## src/rtl/alu_seq_ctrl.sv

```systemverilog
// alu_seq_ctrl: sequences 16/32-bit requests onto the 16-bit ripple ALU slice-array.
// Build option ALU_SEQ_SLT_EN turns op 111 into signed SLT32; otherwise op 111 returns rsp_err.
module alu_seq_ctrl #(
    parameter int SETTLE = 1
) (
    input  logic        clk,
    input  logic        reset,
    input  logic        req_valid,
    output logic        req_ready,
    input  logic [2:0]  req_op,
    input  logic [31:0] req_a,
    input  logic [31:0] req_b,
    output logic        rsp_valid,
    input  logic        rsp_ready,
    output logic [31:0] rsp_result,
    output logic        rsp_carry,
    output logic        rsp_zero,
    output logic        rsp_err,
    output logic [15:0] alu_a,
    output logic [15:0] alu_b,
    output logic [1:0]  alu_op,
    output logic        alu_ainvert,
    output logic        alu_bnegate,
    input  logic [15:0] alu_result,
    input  logic        alu_carry
);
    // state | meaning
    // IDLE  | waiting for a request, ALU inputs zero
    // LO    | low-half (or only) pass settling
    // HI    | high-half pass of a 32-bit op
    // FIX   | +/-1 correction of the high half
    // RESP  | response held until rsp_ready
    typedef enum logic [2:0] {IDLE, LO, HI, FIX, RESP} state_t;

    localparam logic [2:0] OP_AND16 = 3'b000;
    localparam logic [2:0] OP_OR16  = 3'b001;
    localparam logic [2:0] OP_ADD16 = 3'b010;
    localparam logic [2:0] OP_SUB16 = 3'b011;
    localparam logic [2:0] OP_NOR16 = 3'b100;
    localparam logic [2:0] OP_ADD32 = 3'b101;
    localparam logic [2:0] OP_SUB32 = 3'b110;
    localparam logic [2:0] OP_SLT32 = 3'b111;

    localparam logic [1:0] ALU_AND = 2'b00;
    localparam logic [1:0] ALU_OR  = 2'b01;
    localparam logic [1:0] ALU_ADD = 2'b10;

    localparam logic [3:0] SETTLE_M1 = 4'(SETTLE - 1);

`ifdef ALU_SEQ_SLT_EN
    localparam bit SLT_EN = 1'b1;
`else
    localparam bit SLT_EN = 1'b0;
`endif

    function automatic logic is_sub(input logic [2:0] op);
        return (op == OP_SUB16) || (op == OP_SUB32) || (op == OP_SLT32);
    endfunction

    function automatic logic is_wide(input logic [2:0] op);
        return (op == OP_ADD32) || (op == OP_SUB32) || (op == OP_SLT32);
    endfunction

    function automatic logic is_illegal(input logic [2:0] op);
        return (op == OP_SLT32) && !SLT_EN;
    endfunction

    // {alu_op, ainvert, bnegate} for the first pass of each op
    function automatic logic [3:0] pass_enc(input logic [2:0] op);
        logic [3:0] enc;
        enc = 4'b0000;
        unique case (op)
            OP_AND16:                     enc = {ALU_AND, 1'b0, 1'b0};
            OP_OR16:                      enc = {ALU_OR,  1'b0, 1'b0};
            OP_ADD16, OP_ADD32:           enc = {ALU_ADD, 1'b0, 1'b0};
            OP_SUB16, OP_SUB32, OP_SLT32: enc = {ALU_ADD, 1'b0, 1'b1};
            OP_NOR16:                     enc = {ALU_AND, 1'b1, 1'b1};
            default:                      enc = 4'b0000;
        endcase
        return enc;
    endfunction

    state_t      state, state_n;
    logic [3:0]  cnt, cnt_n;
    logic [2:0]  op_q, op_n;
    logic [15:0] ahi_q, ahi_n, bhi_q, bhi_n;
    logic [15:0] lo_q, lo_n;
    logic        clo_q, clo_n, c1_q, c1_n;
    logic [15:0] alu_a_n, alu_b_n;
    logic [1:0]  alu_op_n;
    logic        alu_ainvert_n, alu_bnegate_n;
    logic [31:0] rsp_result_n;
    logic        rsp_carry_n, rsp_zero_n, rsp_err_n;
    logic        do_finish;
    logic        c_fin, carry_fin;
    logic [31:0] res_fin;

    assign req_ready = (state == IDLE) && !reset;
    assign rsp_valid = (state == RESP);

    // Final 32-bit result and carry, valid on the capture edge of HI or FIX
    always_comb begin
        c_fin = alu_carry;
        if (state == FIX) begin
            c_fin = is_sub(op_q) ? (c1_q & alu_carry) : (c1_q | alu_carry);
        end
`ifdef ALU_SEQ_SLT_EN
        if (op_q == OP_SLT32) begin
            res_fin   = {31'b0, alu_result[15] ^ ((ahi_q[15] != bhi_q[15]) &
                                                  (alu_result[15] != ahi_q[15]))};
            carry_fin = 1'b0;
        end else begin
            res_fin   = {alu_result, lo_q};
            carry_fin = c_fin;
        end
`else
        res_fin   = {alu_result, lo_q};
        carry_fin = c_fin;
`endif
    end

    always_comb begin
        state_n       = state;
        cnt_n         = cnt;
        op_n          = op_q;
        ahi_n         = ahi_q;
        bhi_n         = bhi_q;
        lo_n          = lo_q;
        clo_n         = clo_q;
        c1_n          = c1_q;
        alu_a_n       = alu_a;
        alu_b_n       = alu_b;
        alu_op_n      = alu_op;
        alu_ainvert_n = alu_ainvert;
        alu_bnegate_n = alu_bnegate;
        rsp_result_n  = rsp_result;
        rsp_carry_n   = rsp_carry;
        rsp_zero_n    = rsp_zero;
        rsp_err_n     = rsp_err;
        do_finish     = 1'b0;

        unique case (state)
            IDLE: begin
                if (req_valid) begin
                    op_n    = req_op;
                    ahi_n   = req_a[31:16];
                    bhi_n   = req_b[31:16];
                    state_n = LO;
                    if (is_illegal(req_op)) begin
                        cnt_n = 4'd0;
                    end else begin
                        cnt_n   = SETTLE_M1;
                        alu_a_n = req_a[15:0];
                        alu_b_n = req_b[15:0];
                        {alu_op_n, alu_ainvert_n, alu_bnegate_n} = pass_enc(req_op);
                    end
                end
            end
            LO: begin
                if (cnt != 4'd0) begin
                    cnt_n = cnt - 4'd1;
                end else if (is_illegal(op_q)) begin
                    rsp_result_n = 32'h0;
                    rsp_carry_n  = 1'b0;
                    rsp_zero_n   = 1'b0;
                    rsp_err_n    = 1'b1;
                    state_n      = RESP;
                end else if (!is_wide(op_q)) begin
                    rsp_result_n  = {16'h0, alu_result};
                    rsp_carry_n   = ((op_q == OP_ADD16) || (op_q == OP_SUB16)) & alu_carry;
                    rsp_zero_n    = (alu_result == 16'h0);
                    rsp_err_n     = 1'b0;
                    alu_a_n       = 16'h0;
                    alu_b_n       = 16'h0;
                    alu_op_n      = 2'b00;
                    alu_ainvert_n = 1'b0;
                    alu_bnegate_n = 1'b0;
                    state_n       = RESP;
                end else begin
                    lo_n          = alu_result;
                    clo_n         = alu_carry;
                    alu_a_n       = ahi_q;
                    alu_b_n       = bhi_q;
                    alu_op_n      = ALU_ADD;
                    alu_ainvert_n = 1'b0;
                    alu_bnegate_n = is_sub(op_q);
                    cnt_n         = SETTLE_M1;
                    state_n       = HI;
                end
            end
            HI: begin
                if (cnt != 4'd0) begin
                    cnt_n = cnt - 4'd1;
                end else begin
                    c1_n = alu_carry;
                    // Low half already produced the carry/borrow the high pass assumed
                    if (clo_q == is_sub(op_q)) begin
                        do_finish = 1'b1;
                    end else begin
                        alu_a_n       = alu_result;
                        alu_b_n       = 16'h0001;
                        alu_op_n      = ALU_ADD;
                        alu_ainvert_n = 1'b0;
                        alu_bnegate_n = is_sub(op_q);
                        cnt_n         = SETTLE_M1;
                        state_n       = FIX;
                    end
                end
            end
            FIX: begin
                if (cnt != 4'd0) begin
                    cnt_n = cnt - 4'd1;
                end else begin
                    do_finish = 1'b1;
                end
            end
            RESP: begin
                if (rsp_ready) begin
                    rsp_result_n = 32'h0;
                    rsp_carry_n  = 1'b0;
                    rsp_zero_n   = 1'b0;
                    rsp_err_n    = 1'b0;
                    state_n      = IDLE;
                end
            end
            default: state_n = IDLE;
        endcase

        if (do_finish) begin
            rsp_result_n  = res_fin;
            rsp_carry_n   = carry_fin;
            rsp_zero_n    = (res_fin == 32'h0);
            rsp_err_n     = 1'b0;
            alu_a_n       = 16'h0;
            alu_b_n       = 16'h0;
            alu_op_n      = 2'b00;
            alu_ainvert_n = 1'b0;
            alu_bnegate_n = 1'b0;
            state_n       = RESP;
        end
    end

    always_ff @(posedge clk or posedge reset) begin
        if (reset) begin
            state <= IDLE;
        end else begin
            state <= state_n;
        end
    end

    always_ff @(posedge clk or posedge reset) begin
        if (reset) begin
            cnt         <= 4'd0;
            op_q        <= 3'b000;
            ahi_q       <= 16'h0;
            bhi_q       <= 16'h0;
            lo_q        <= 16'h0;
            clo_q       <= 1'b0;
            c1_q        <= 1'b0;
            alu_a       <= 16'h0;
            alu_b       <= 16'h0;
            alu_op      <= 2'b00;
            alu_ainvert <= 1'b0;
            alu_bnegate <= 1'b0;
            rsp_result  <= 32'h0;
            rsp_carry   <= 1'b0;
            rsp_zero    <= 1'b0;
            rsp_err     <= 1'b0;
        end else begin
            cnt         <= cnt_n;
            op_q        <= op_n;
            ahi_q       <= ahi_n;
            bhi_q       <= bhi_n;
            lo_q        <= lo_n;
            clo_q       <= clo_n;
            c1_q        <= c1_n;
            alu_a       <= alu_a_n;
            alu_b       <= alu_b_n;
            alu_op      <= alu_op_n;
            alu_ainvert <= alu_ainvert_n;
            alu_bnegate <= alu_bnegate_n;
            rsp_result  <= rsp_result_n;
            rsp_carry   <= rsp_carry_n;
            rsp_zero    <= rsp_zero_n;
            rsp_err     <= rsp_err_n;
        end
    end

endmodule

```

## config.mk

```make
export PLATFORM = sky130hd
export DESIGN_NAME = alu_seq_ctrl
export DESIGN_NICKNAME = d
export VERILOG_FILES = /design/src/rtl/alu_seq_ctrl.sv
export SDC_FILE = /design/constraint.sdc
export NUM_CORES = 1
export LEC_CHECK = 0
export CAP_MARGIN = 0
export CORE_ASPECT_RATIO = 1.4
export CORE_MARGIN = 4
export CORE_UTILIZATION = 30
export CTS_CLUSTER_DIAMETER = 30
export DETAILED_ROUTE_END_ITERATION = 7
export SETUP_SLACK_MARGIN = 0.2
export SYNTH_ARGS = -nofsm -noshare
export SYNTH_HDL_FRONTEND = slang
export SYNTH_SLANG_ARGS = --single-unit
```

## constraint.sdc

```tcl
create_clock -name clk -period 10.8 [get_ports clk]
set_input_delay 1.62 -clock clk [delete_from_list [all_inputs] [get_ports clk]]
set_output_delay 1.62 -clock clk [all_outputs]
set_load 0.02 [all_outputs]
```

==> results.yml <==
run_status:
  status: "completed"
worst_setup_path:
  rrSetupSlack_ps: 8020
  crit_arrival_ps: 2940
  path_class: "primary input to output port"
  reg2reg_to: "rsp_zero"
  worstPathMaxFanout: 2
  rr_worst_depth: 6
  r2r_start: "cnt[0]"
  endpoint_kind: "output port"
  required_ps: 9180
  startpoint_type: "primary input"
timing:
  min_period_ps: 4560
  worst_pin_slew_ps: 1270
  setup_tns_ps: 0
  rsz0062_at_grt: "no"
  hold_viol_final: 0
  fmax_ghz: 0.219
  drv_slew: 0
  post-route-period-util_pct: 42.2
  max_slew_margin_pct: 15.3
  fin_skew_ps: 13.6
  setup-violations-final: 0
clocking:
  cts_hold_buf: 0
  cts_resized: 0
  cts_sinks: 131
  path_clk_slew_ps: 60
  h-tree-depth: 4
  cts_made_buffers: 17
  cts_tree: "yes"
  clock-root-buffer: "clkbuf_16"
  post_cts_buffers: 0
  max-clock-path-buffers: 2
  clock_latency_ps: 410
global_routing:
  grtUsageTotal_pct: 16.3
  grt_start_max_net_pins: 82
  overflow: 0
  grt_pass1_wl_um: 28700
  grt_pass1_vias: 5171
  antenna_found_initial: 1
drt:
  vias: 4943
  routedWlPerCell_um: 19.2
  vias_per_cell: 5.25
  drt_wl_total_um: 18100
  drc_errors: 0
  drt-initial-drc-count: 364
  ant_nets: 0
  dr.pass1.iters: 7
final_layout:
  ff_latch_area_sq_mm: 0.00328
  num-fill-cells: 1826
  synthToLayoutAreaGrowth_pct: 39.9
  drive_gt1_share_pct: 16.0
  nets: 770
  multi_input_area_sq_mm: 0.00252
placed_design:
  gp_congestion: 0.849
  io_buffers: 160
  dp_hpwl_um: 12600
pwr:
  powerDensity_mw_per_mm2: 334
  ir_drop_mv: 0.140
  power_uw: 2790
  p_leak_uw: 0.00337
hold_path:
  hold_depth: 2
  hp-class: "flip-flop to flip-flop"
  min-delay-start: "rsp_result[20]"
  min_to: "rsp_result[20]"
synthesis:
  yosys_warnings: 0
  syn-instance-count: 533
  yosysTopAreaCellShare_pct: 54.8
  synth-seq-cells: 131
  syn-num-nets: 623
  synth.avg_cell_area_sq_um: 11.2
  synth_edf_count: 0
  ys_top_cells_by_count: "dfrtp_1, nand2_1, mux2_2"
  yosys_most_used_dff: "dfrtp_1"
  synth_cell_type_count: 56
  yosys.area.top_type: "dfrtp_1"
  synth-async-reset-ratio_pct: 100
  synth_area_sq_mm: 0.00598
  synth.most_common_cell: "dfrtp_1"
  synthTopCellsByArea: "dfrtp_1, mux2_2, a22oi_1"
  yosysSeqAreaShare_pct: 54.8
job:
  cap_violations: 0
floorplanning:
  rows: 60
  dieArea_sq_mm: 0.0223
  ios: 161
  dieWidth_um: 127
  initial_core_util_pct: 30.8
  core_area_sq_mm: 0.0194
  die_h_um: 175
worst max-delay path: stages:
cell	delay (ps)
clkdlybuf4s50_1	490
nor3_1	200
clkdlybuf4s50_1	630
state kept, by name, indices dropped and copies added, names as in the netlist:
name         flops
state            3
lo_q            16
rsp_carry        1
cnt              4
alu_bnegate      1
alu_b           16
rsp_result      32
op_q             3
clo_q            1
c1_q             1
alu_op           2
ahi_q           16
alu_a           16
bhi_q           16
rsp_err          1
rsp_zero         1
alu_ainvert      1
placed cells by master (no fill, tap or decap), types with 3 or more instances in the layout:
cell / instances
nor3_1: 5
nand2b_1: 4
clkinv_2: 4
clkbuf_16: 17
a211oi_1: 17
buf_4: 7
inv_1: 7
o221a_1: 13
a22oi_1: 32
nor4_1: 8
a21o_1: 16
mux2i_1: 3
clkdlybuf4s50_1: 160
a21oi_1: 10
clkinvlp_4: 3
a311oi_1: 16
nor2_1: 40
inv_6: 5
nand3_1: 19
dfrtp_1: 131
mux2_2: 53
nand2_1: 60
o221a_2: 3
nand4_1: 3
o21ai_0: 9
layer usage:
layer | part of all wire (%) | vias to the layer above | track usage, %
li1 | - | 2272 | -
met2 | 52 | 177 | 28.4
met3 | 6.1 | 20 | 4.31
met1 | 40 | 2474 | 19.4
met4 | 1.6 | 0 | 5.46
met5 | 0 | - | 0
power breakdown:
group          total, uW  switching, uW  internal, uW  leakage, uW
registers            924            182           742      0.00157
logic               1310            692           623      0.00153
clock network        553            227           325     0.000275
final cells by class:
class,count,area share [%]
diodes,1,0.0299
clock buffers,18,5.25
clock inverters,14,1.52
inverters,8,0.419
multi-input cells,355,30.1
flip-flops and latches,131,39.2
well taps,248,3.71
repair buffers,167,19.8
logic make-up (layout without fill, tap and decap cells):
group | Yosys count | count (layout) | share of synthesized area, %
flops | 131 | 131 | 54.8
mux | 56 | 56 | 10.5
other cells | 0 | 1 | 0
compound gates | 133 | 133 | 17.7
xor+xnor | 3 | 3 | 0.439
fa+ha+maj | 2 | 2 | 0.418
buf+inv | 47 | 207 | 3.39
simple gates | 161 | 161 | 12.8
how the worst max path moves through the flow:
stage / cells after the start / startpoint / slack (ps) / end
2_1_floorplan: 1 / reset / 5680 / ahi_q[0]
3_3_place_gp: 3 / reset / 6220 / req_ready
3_5_place_dp: 3 / reset / 6230 / req_ready
4_1_cts: 3 / reset / 6220 / req_ready
5_1_grt: 3 / reset / 6140 / req_ready
6_report: 3 / reset / 6240 / req_ready
through the flow:
stage	setup slack [ps]	std cells	hold slack [ps]	utilization (%)	instance area (sq um)
2_1_floorplan	5680	533	452	-	5980
3_3_place_gp	6220	909	473	40.1	7800
3_5_place_dp	6230	909	486	40.1	7800
4_1_cts	6220	941	503	43.0	8370
5_1_grt	6140	942	523	43.0	8370
6_report	6240	942	497	43.0	8370
Power figures use the tool's default switching activity.
